### src/rtl/sound_sequencer_if.sv
// Request/status bundle between the game logic and the sound-effect sequencer.
//   start/sound            : one-cycle effect request and its code (master -> slave)
//   write_en/freq          : tone-generator drive (slave -> master)
//   busy/cur_sound         : playback status
//   done/dropped           : completion and rejected-request pulses
interface sound_sequencer_if #(
  parameter int FREQ_W = 20
);
  logic              start;
  logic [1:0]        sound;
  logic              write_en;
  logic [FREQ_W-1:0] freq;
  logic              busy;
  logic [1:0]        cur_sound;
  logic              done;
  logic              dropped;

  modport master (
    output start, sound,
    input  write_en, freq, busy, cur_sound, done, dropped
  );

  modport slave (
    input  start, sound,
    output write_en, freq, busy, cur_sound, done, dropped
  );
endinterface

### src/rtl/sound_sequencer.sv
// Multi-note sound-effect sequencer. Plays a fixed note table per effect code,
// each note held NOTE_CYCLES clocks with GAP_CYCLES silent clocks between
// notes. A request for a higher effect code preempts the running effect;
// lower/equal requests are dropped.
//   clk, reset : clock, synchronous active-high reset
//   bus        : slave side of sound_sequencer_if (request in, tone/status out)
// All outputs are flops loaded from the next-state values, so a start sampled
// at edge E is visible on the outputs in the cycle right after E.
module sound_sequencer #(
  parameter int FREQ_W      = 20,
  parameter int NOTE_CYCLES = 2097152,
  parameter int GAP_CYCLES  = 0
) (
  input  logic             clk,
  input  logic             reset,
  sound_sequencer_if.slave bus
);

  localparam int MAX_C = (NOTE_CYCLES > GAP_CYCLES) ? NOTE_CYCLES : GAP_CYCLES;
  localparam int CNT_W = $clog2(MAX_C + 1);
  localparam logic [CNT_W-1:0] NOTE_END = CNT_W'(NOTE_CYCLES - 1);
  localparam logic [CNT_W-1:0] GAP_END  = CNT_W'((GAP_CYCLES > 0) ? GAP_CYCLES - 1 : 0);

  typedef enum logic [1:0] {IDLE, PLAY, GAP} state_t;

  state_t           state, state_n;
  logic [1:0]       snd, snd_n;
  logic [1:0]       idx, idx_n;
  logic [CNT_W-1:0] cnt, cnt_n;
  logic             done_n, drop_n;
  logic             note_end, last_note, load;

  function automatic logic [FREQ_W-1:0] note_freq(input logic [1:0] s, input logic [1:0] i);
    logic [9:0] f;
    case ({s, i})
      4'b00_00: f = 10'd523;
      4'b01_00: f = 10'd523;
      4'b01_01: f = 10'd262;
      4'b10_00: f = 10'd262;
      4'b10_01: f = 10'd523;
      4'b11_00: f = 10'd262;
      4'b11_01: f = 10'd196;
      4'b11_10: f = 10'd131;
      4'b11_11: f = 10'd65;
      default:  f = 10'd0;
    endcase
    return FREQ_W'(f);
  endfunction

  function automatic logic [1:0] last_idx(input logic [1:0] s);
    case (s)
      2'd0:    return 2'd0;
      2'd1:    return 2'd1;
      2'd2:    return 2'd1;
      default: return 2'd3;
    endcase
  endfunction

  always_comb begin
    state_n   = state;
    snd_n     = snd;
    idx_n     = idx;
    cnt_n     = cnt;
    done_n    = 1'b0;
    drop_n    = 1'b0;
    load      = 1'b0;
    last_note = (idx == last_idx(snd));
    note_end  = (state == PLAY) && (cnt == NOTE_END);

    case (state)
      PLAY: begin
        if (note_end) begin
          cnt_n = '0;
          if (last_note) begin
            state_n = IDLE;
            done_n  = 1'b1;
          end else if (GAP_CYCLES > 0) begin
            state_n = GAP;
          end else begin
            idx_n = idx + 2'd1;
          end
        end else begin
          cnt_n = cnt + 1'b1;
        end
      end
      GAP: begin
        if (cnt == GAP_END) begin
          cnt_n   = '0;
          state_n = PLAY;
          idx_n   = idx + 2'd1;
        end else begin
          cnt_n = cnt + 1'b1;
        end
      end
      default: ;
    endcase

    // A request landing on the final edge of the last note is treated as if
    // the sequencer were already idle, so back-to-back effects have no gap.
    if (bus.start) begin
      if (state == IDLE || (note_end && last_note) || bus.sound > snd)
        load = 1'b1;
      else
        drop_n = 1'b1;
    end

    if (load) begin
      state_n = PLAY;
      snd_n   = bus.sound;
      idx_n   = '0;
      cnt_n   = '0;
    end
  end

  always_ff @(posedge clk) begin
    if (reset) begin
      state         <= IDLE;
      snd           <= '0;
      idx           <= '0;
      cnt           <= '0;
      bus.write_en  <= 1'b0;
      bus.freq      <= '0;
      bus.busy      <= 1'b0;
      bus.cur_sound <= '0;
      bus.done      <= 1'b0;
      bus.dropped   <= 1'b0;
    end else begin
      state         <= state_n;
      snd           <= snd_n;
      idx           <= idx_n;
      cnt           <= cnt_n;
      bus.write_en  <= (state_n == PLAY);
      bus.freq      <= (state_n == PLAY) ? note_freq(snd_n, idx_n) : '0;
      bus.busy      <= (state_n != IDLE);
      bus.cur_sound <= (state_n != IDLE) ? snd_n : 2'd0;
      bus.done      <= done_n;
      bus.dropped   <= drop_n;
    end
  end

endmodule

### src/flat_wrapper.sv
// flat-port wrapper written by rule: the top's interface ports become plain ports
module sound_sequencer_flat 
#(
  parameter int FREQ_W      = 20,
  parameter int NOTE_CYCLES = 2097152,
  parameter int GAP_CYCLES  = 0
)
  (clk, reset, bus_start, bus_sound, bus_write_en, bus_freq, bus_busy, bus_cur_sound, bus_done, bus_dropped);
  sound_sequencer_if #(.FREQ_W(FREQ_W)) bus_i ();
  input  logic clk;
  input  logic reset;
  input wire logic [$bits(bus_i.start)-1:0] bus_start;
  input wire logic [$bits(bus_i.sound)-1:0] bus_sound;
  output wire logic [$bits(bus_i.write_en)-1:0] bus_write_en;
  output wire logic [$bits(bus_i.freq)-1:0] bus_freq;
  output wire logic [$bits(bus_i.busy)-1:0] bus_busy;
  output wire logic [$bits(bus_i.cur_sound)-1:0] bus_cur_sound;
  output wire logic [$bits(bus_i.done)-1:0] bus_done;
  output wire logic [$bits(bus_i.dropped)-1:0] bus_dropped;
  assign bus_i.start = bus_start;
  assign bus_i.sound = bus_sound;
  assign bus_write_en = bus_i.write_en;
  assign bus_freq = bus_i.freq;
  assign bus_busy = bus_i.busy;
  assign bus_cur_sound = bus_i.cur_sound;
  assign bus_done = bus_i.done;
  assign bus_dropped = bus_i.dropped;
  sound_sequencer #(.FREQ_W(FREQ_W), .NOTE_CYCLES(NOTE_CYCLES), .GAP_CYCLES(GAP_CYCLES)) u_core (.clk(clk), .reset(reset), .bus(bus_i));
endmodule
### config.mk
export PLATFORM = sky130hd
export DESIGN_NAME = sound_sequencer_flat
export DESIGN_NICKNAME = d
export VERILOG_FILES = /design/src/rtl/sound_sequencer_if.sv /design/src/rtl/sound_sequencer.sv /design/src/flat_wrapper.sv
export SDC_FILE = /design/constraint.sdc
export NUM_CORES = 1
export LEC_CHECK = 0
export CELL_PAD_IN_SITES_DETAIL_PLACEMENT = 1
export CELL_PAD_IN_SITES_GLOBAL_PLACEMENT = 1
export CORE_ASPECT_RATIO = 0.5
export CORE_MARGIN = 2
export CORE_UTILIZATION = 41
export CTS_CLUSTER_SIZE = 14
export DETAILED_ROUTE_END_ITERATION = 8
export MAX_ROUTING_LAYER = met4
export PLACE_DENSITY_LB_ADDON = 0.2
export RECOVER_POWER = 25
export SLEW_MARGIN = 20
export SYNTH_ARGS = -nofsm -noshare
export SYNTH_HDL_FRONTEND = slang
export SYNTH_SLANG_ARGS = --single-unit
### constraint.sdc
create_clock -name clk -period 3.15 [get_ports clk]
set_input_delay 0.63 -clock clk [delete_from_list [all_inputs] [get_ports clk]]
set_output_delay 0.63 -clock clk [all_outputs]
set_load 0.02 [all_outputs]
==> run_results.csv <==
group,metric,value,unit
layout,fin_cells,373,
routing,drc_errors,0,
floorplanning,fp.dieH,57.22,µm
timing,drv_slew,0,
timing,fin_worst_skew,0.007734,ns
clock_tree,cts.path.max_buffers,2,
setup_path,timing.rr.start,"u_core.cnt[3]",
layout,drive_above_1_share,18.33,%
power_and_ir_drop,ir_worst_vdd,0.2057,mV
yosys,synth_area_leaders,"dfxtp_1 35%, ha_1 5.4%, nor2_1 5.3%",
yosys,yosys.area.top_type,"dfxtp_1",
timing,fmax,328.6,MHz
power_and_ir_drop,power_frac_comb,15.7,%
layout,nFillCells,643,
clock_tree,cts_tree,"built",
floorplanning,io_pins,31,
timing,hold_viol,0,
setup_path,slowest_delay,0.52,ns
routing,wirelength,5.424,mm
yosys,syn_area,0.002322,mm²
yosys,async_reset_ff_share,0,%
routing,post_drt_wl_per_cell,14.54,µm
yosys,synthTopCellsByCount,"41 x dfxtp_1, 33 x nor2_1, 22 x nand2_1, 15 x nand3_1",
layout,ff_latch_area,822.0,µm²
yosys,yosysWarnings,0,
clock_tree,numCtsBuffers,5,
routing,antenna_left,0,
setup_path,path_class,"in2reg",
outcome,outcome,"finished, final reports clean",
yosys,yosysMostFrequentCell,"dfxtp_1",
clock_tree,htree_levels,2,
routing,via_per_inst,5.268,
setup_path,crit_start,"bus_sound[1]",
setup_path,crit_family,"simple AND/OR/NAND/NOR gates",
grt,antenna_found_initial,0,
floorplanning,die_width,110.4,µm
power_and_ir_drop,pwr-share-clk,40.5,%
routing,dr.pass1.iters,4,
setup_path,worstPathRequired,3.30,ns
setup_path,cp.arrival,3.20,ns
power_and_ir_drop,leakage,1.069,nW
routing,drt_iter0_drc,94,
setup_path,worstPathCellList,"clkdlybuf4s50_1 -> ha_4 -> nor2b_1 -> a2bb2oi_1 -> nor2_2 -> a21boi_4 -> or2_2 -> ha_1 -> or4_1 -> o31ai_1 -> a21oi_1",
power_and_ir_drop,p_sw,0.3128,mW
power_and_ir_drop,power_density,444.8,mW/mm²
yosys,synth_edf_count,0,
floorplanning,start_util,42.47,%
timing,rsz0062_at_grt,"no",
power_and_ir_drop,pwr-share-seq,43.7,%
setup_path,cp_num_cells,11,
clock_tree,clk_latency,0.28,ns
setup_path,setup.worst_path.end,"u_core.bus.freq[1]",
place,routabilityCongestion,0.7995,
yosys,synth_cell_type_count,52,
timing,max_slew_margin,62.48,%
clock_tree,clkSinkCount,41,
setup_path,crit_path_max_fanout,4,
grt,grt_max_degree,21,
grt,grt_usage,19.15,%
power_and_ir_drop,internal_power,0.9267,mW
timing,setup_violations,0,
setup_path,reg2reg_slack,0.18,ns
timing,worst_slew_pin_slew,0.5613,ns
yosys,synth_seq_cells,41,
power_and_ir_drop,power,1.239,mW
timing,min_period,3.043,ns
setup_path,cp-start-kind,"input pin",
run,drv_cap,0,
routing,via_count,1965,
setup_path,reg2reg_depth,10,
layout,areaGrowthSynthToFinish,19.99,%
yosys,syn-mean-instance-area,8.730,µm²
yosys,synth_top_area_share,35.34,%
grt,grt_overflow,0,
floorplanning,core,0.005468,mm²
layout,diodes,0,
grt,grt_pass1_wl,9.377,mm
clock_tree,path_clk_slew,0.06,ns
setup_path,r2r-end,"u_core.bus.freq[1]",
yosys,synth_seq_area_share,35.34,%
power_and_ir_drop,switching_share,25.23,%
place,port_buffers,18,
layout,multi_input_area,0.001363,mm²
yosys,synth_cells,266,
clock_tree,hold_buffers,0,
setup_path,path_buf_inv,1,
grt,grt_pass1_vias,2003,
floorplanning,die_area,0.006318,mm²
layout,fin_nets,315,
place,dp_hpwl,4.178,mm
place,placed_cells,365,
setup_path,slowest_stage,"clkdlybuf4s50_1",
floorplanning,num_rows,19,
min_path,min_path_type,"reg2reg",
timing,min_period_over_period,96.61,%
clock_tree,cts-root-buf,"clkbuf_16",
setup_path,critPathCaptureType,"flop",
yosys,synthFlopType,"dfxtp_1",
## metal layers
layer  vias up  routed length (µm)  share of wire, %  GRT usage, %
li1        967                   -                 -             -
met1       953                2422                45         21.05
met2        38                2720                50         34.88
met3         7                 234               4.3         5.207
met4         0                  46              0.85         5.357
met5         -                   0                 0             -
## power by group through the flow
stage,registers (mW),clock network (mW),logic (mW)
after floorplan,0.566,0,0.124
after detailed placement,0.554,0,0.191
after global placement,0.553,0,0.187
final,0.542,0.502,0.195
after CTS,0.542,0.517,0.192
after global routing,0.544,0.537,0.212
## worst min path at each step
stage | startpoint | to | slack (ns) | depth (start not counted)
floorplan | u_core.cnt[1] | u_core.cnt[1] | 0.48 | 2
global placement | u_core.cnt[1] | u_core.cnt[1] | 0.51 | 2
detailed placement | u_core.cnt[1] | u_core.cnt[1] | 0.53 | 2
CTS | u_core.cnt[1] | u_core.cnt[1] | 0.54 | 2
global route | u_core.cnt[0] | u_core.cnt[0] | 0.54 | 2
finish | u_core.cnt[0] | u_core.cnt[0] | 0.50 | 2
## kinds of logic (layout without fill, tap and decap cells)
group	after synthesis	in the layout	synth area share (%)
other	1	12	0.1615
buffers and inverters	34	57	8.997
AO/OA/AOI/OAI	36	36	12.77
AND/OR/NAND/NOR	120	120	27.64
XOR/XNOR	20	20	7.543
multiplexers	4	4	2.155
flip-flops	41	41	35.34
adder cells (fa/ha/maj)	10	10	5.388
## worst min-delay path, stage by stage (launching register included)
cell and delay [ns]:
dfxtp_2 0.34, nand2_1 0.06, a21oi_1 0.05
## final cells by class
type                    count  area share, %
repair buffers             36          11.32
multi-input cells         202          48.90
flip-flops and latches     41          29.50
clock buffers               7          5.119
well taps                  73          3.278
inverters                  14          1.886
## cell usage in the layout (no fill, tap or decap), types with 2 or more instances in the layout
| master | Yosys | routed |
|---|---|---|
| dfxtp_1 | 41 | 40 |
| nor2_1 | 33 | 32 |
| nand2_1 | 22 | 22 |
| clkdlybuf4s50_1 | 0 | 18 |
| buf_4 | 13 | 18 |
| inv_1 | 14 | 14 |
| nand3_1 | 15 | 14 |
| xor2_1 | 14 | 14 |
| conb_1 | 1 | 12 |
| nand4_1 | 11 | 11 |
| a21oi_1 | 10 | 10 |
| ha_1 | 10 | 9 |
| nor2_2 | 6 | 7 |
| xnor2_1 | 6 | 6 |
| clkbuf_16 | 0 | 5 |
| nand2b_1 | 4 | 4 |
| nor4_1 | 4 | 4 |
| nor3_1 | 4 | 4 |
| and4_1 | 4 | 4 |
| o21ai_0 | 3 | 3 |
| and3_1 | 3 | 3 |
| nor3_2 | 2 | 2 |
| o211ai_1 | 2 | 2 |
| a31oi_1 | 2 | 2 |
| a211oi_1 | 3 | 2 |
| or2_2 | 2 | 2 |
| a211oi_2 | 1 | 2 |
| mux2i_1 | 2 | 2 |
| mux2_4 | 2 | 2 |
| o31ai_1 | 2 | 2 |
| o21a_1 | 2 | 2 |
## repair_timing
item / 4_1_cts / 5_1_grt
endpoints found under the setup margin: 0 / 1
resized for setup: 0 / 6
buffers inserted: 0 / 1
## per-stage QoR
stage / area [µm²] / hold WS, ns / utilization, % / worst slack, ns / setup TNS, ns
6_report: 2786 / 0.5007 / 50.96 / 0.1069 / 0
2_1_floorplan: 2364 / 0.4803 / - / 0.2535 / 0
4_1_cts: 2749 / 0.5361 / 50.27 / 0.04295 / 0
3_3_place_gp: 2606 / 0.5103 / 47.67 / -0.08029 / -0.08029
3_5_place_dp: 2606 / 0.5254 / 47.67 / -0.2280 / -0.2280
5_1_grt: 2786 / 0.5410 / 50.96 / 0.007492 / 0
## registers in the layout (all words and copies together), names as in the netlist
| signal | cells |
|---|---|
| u_core.bus.busy | 1 |
| u_core.bus.dropped | 1 |
| u_core.bus.write_en | 1 |
| u_core.bus.freq | 7 |
| u_core.snd | 2 |
| u_core.bus.cur_sound | 2 |
| u_core.cnt | 22 |
| u_core.bus.done | 1 |
| u_core.state | 2 |
| u_core.idx | 2 |
No activity file was read; power rests on OpenSTA's default activity.
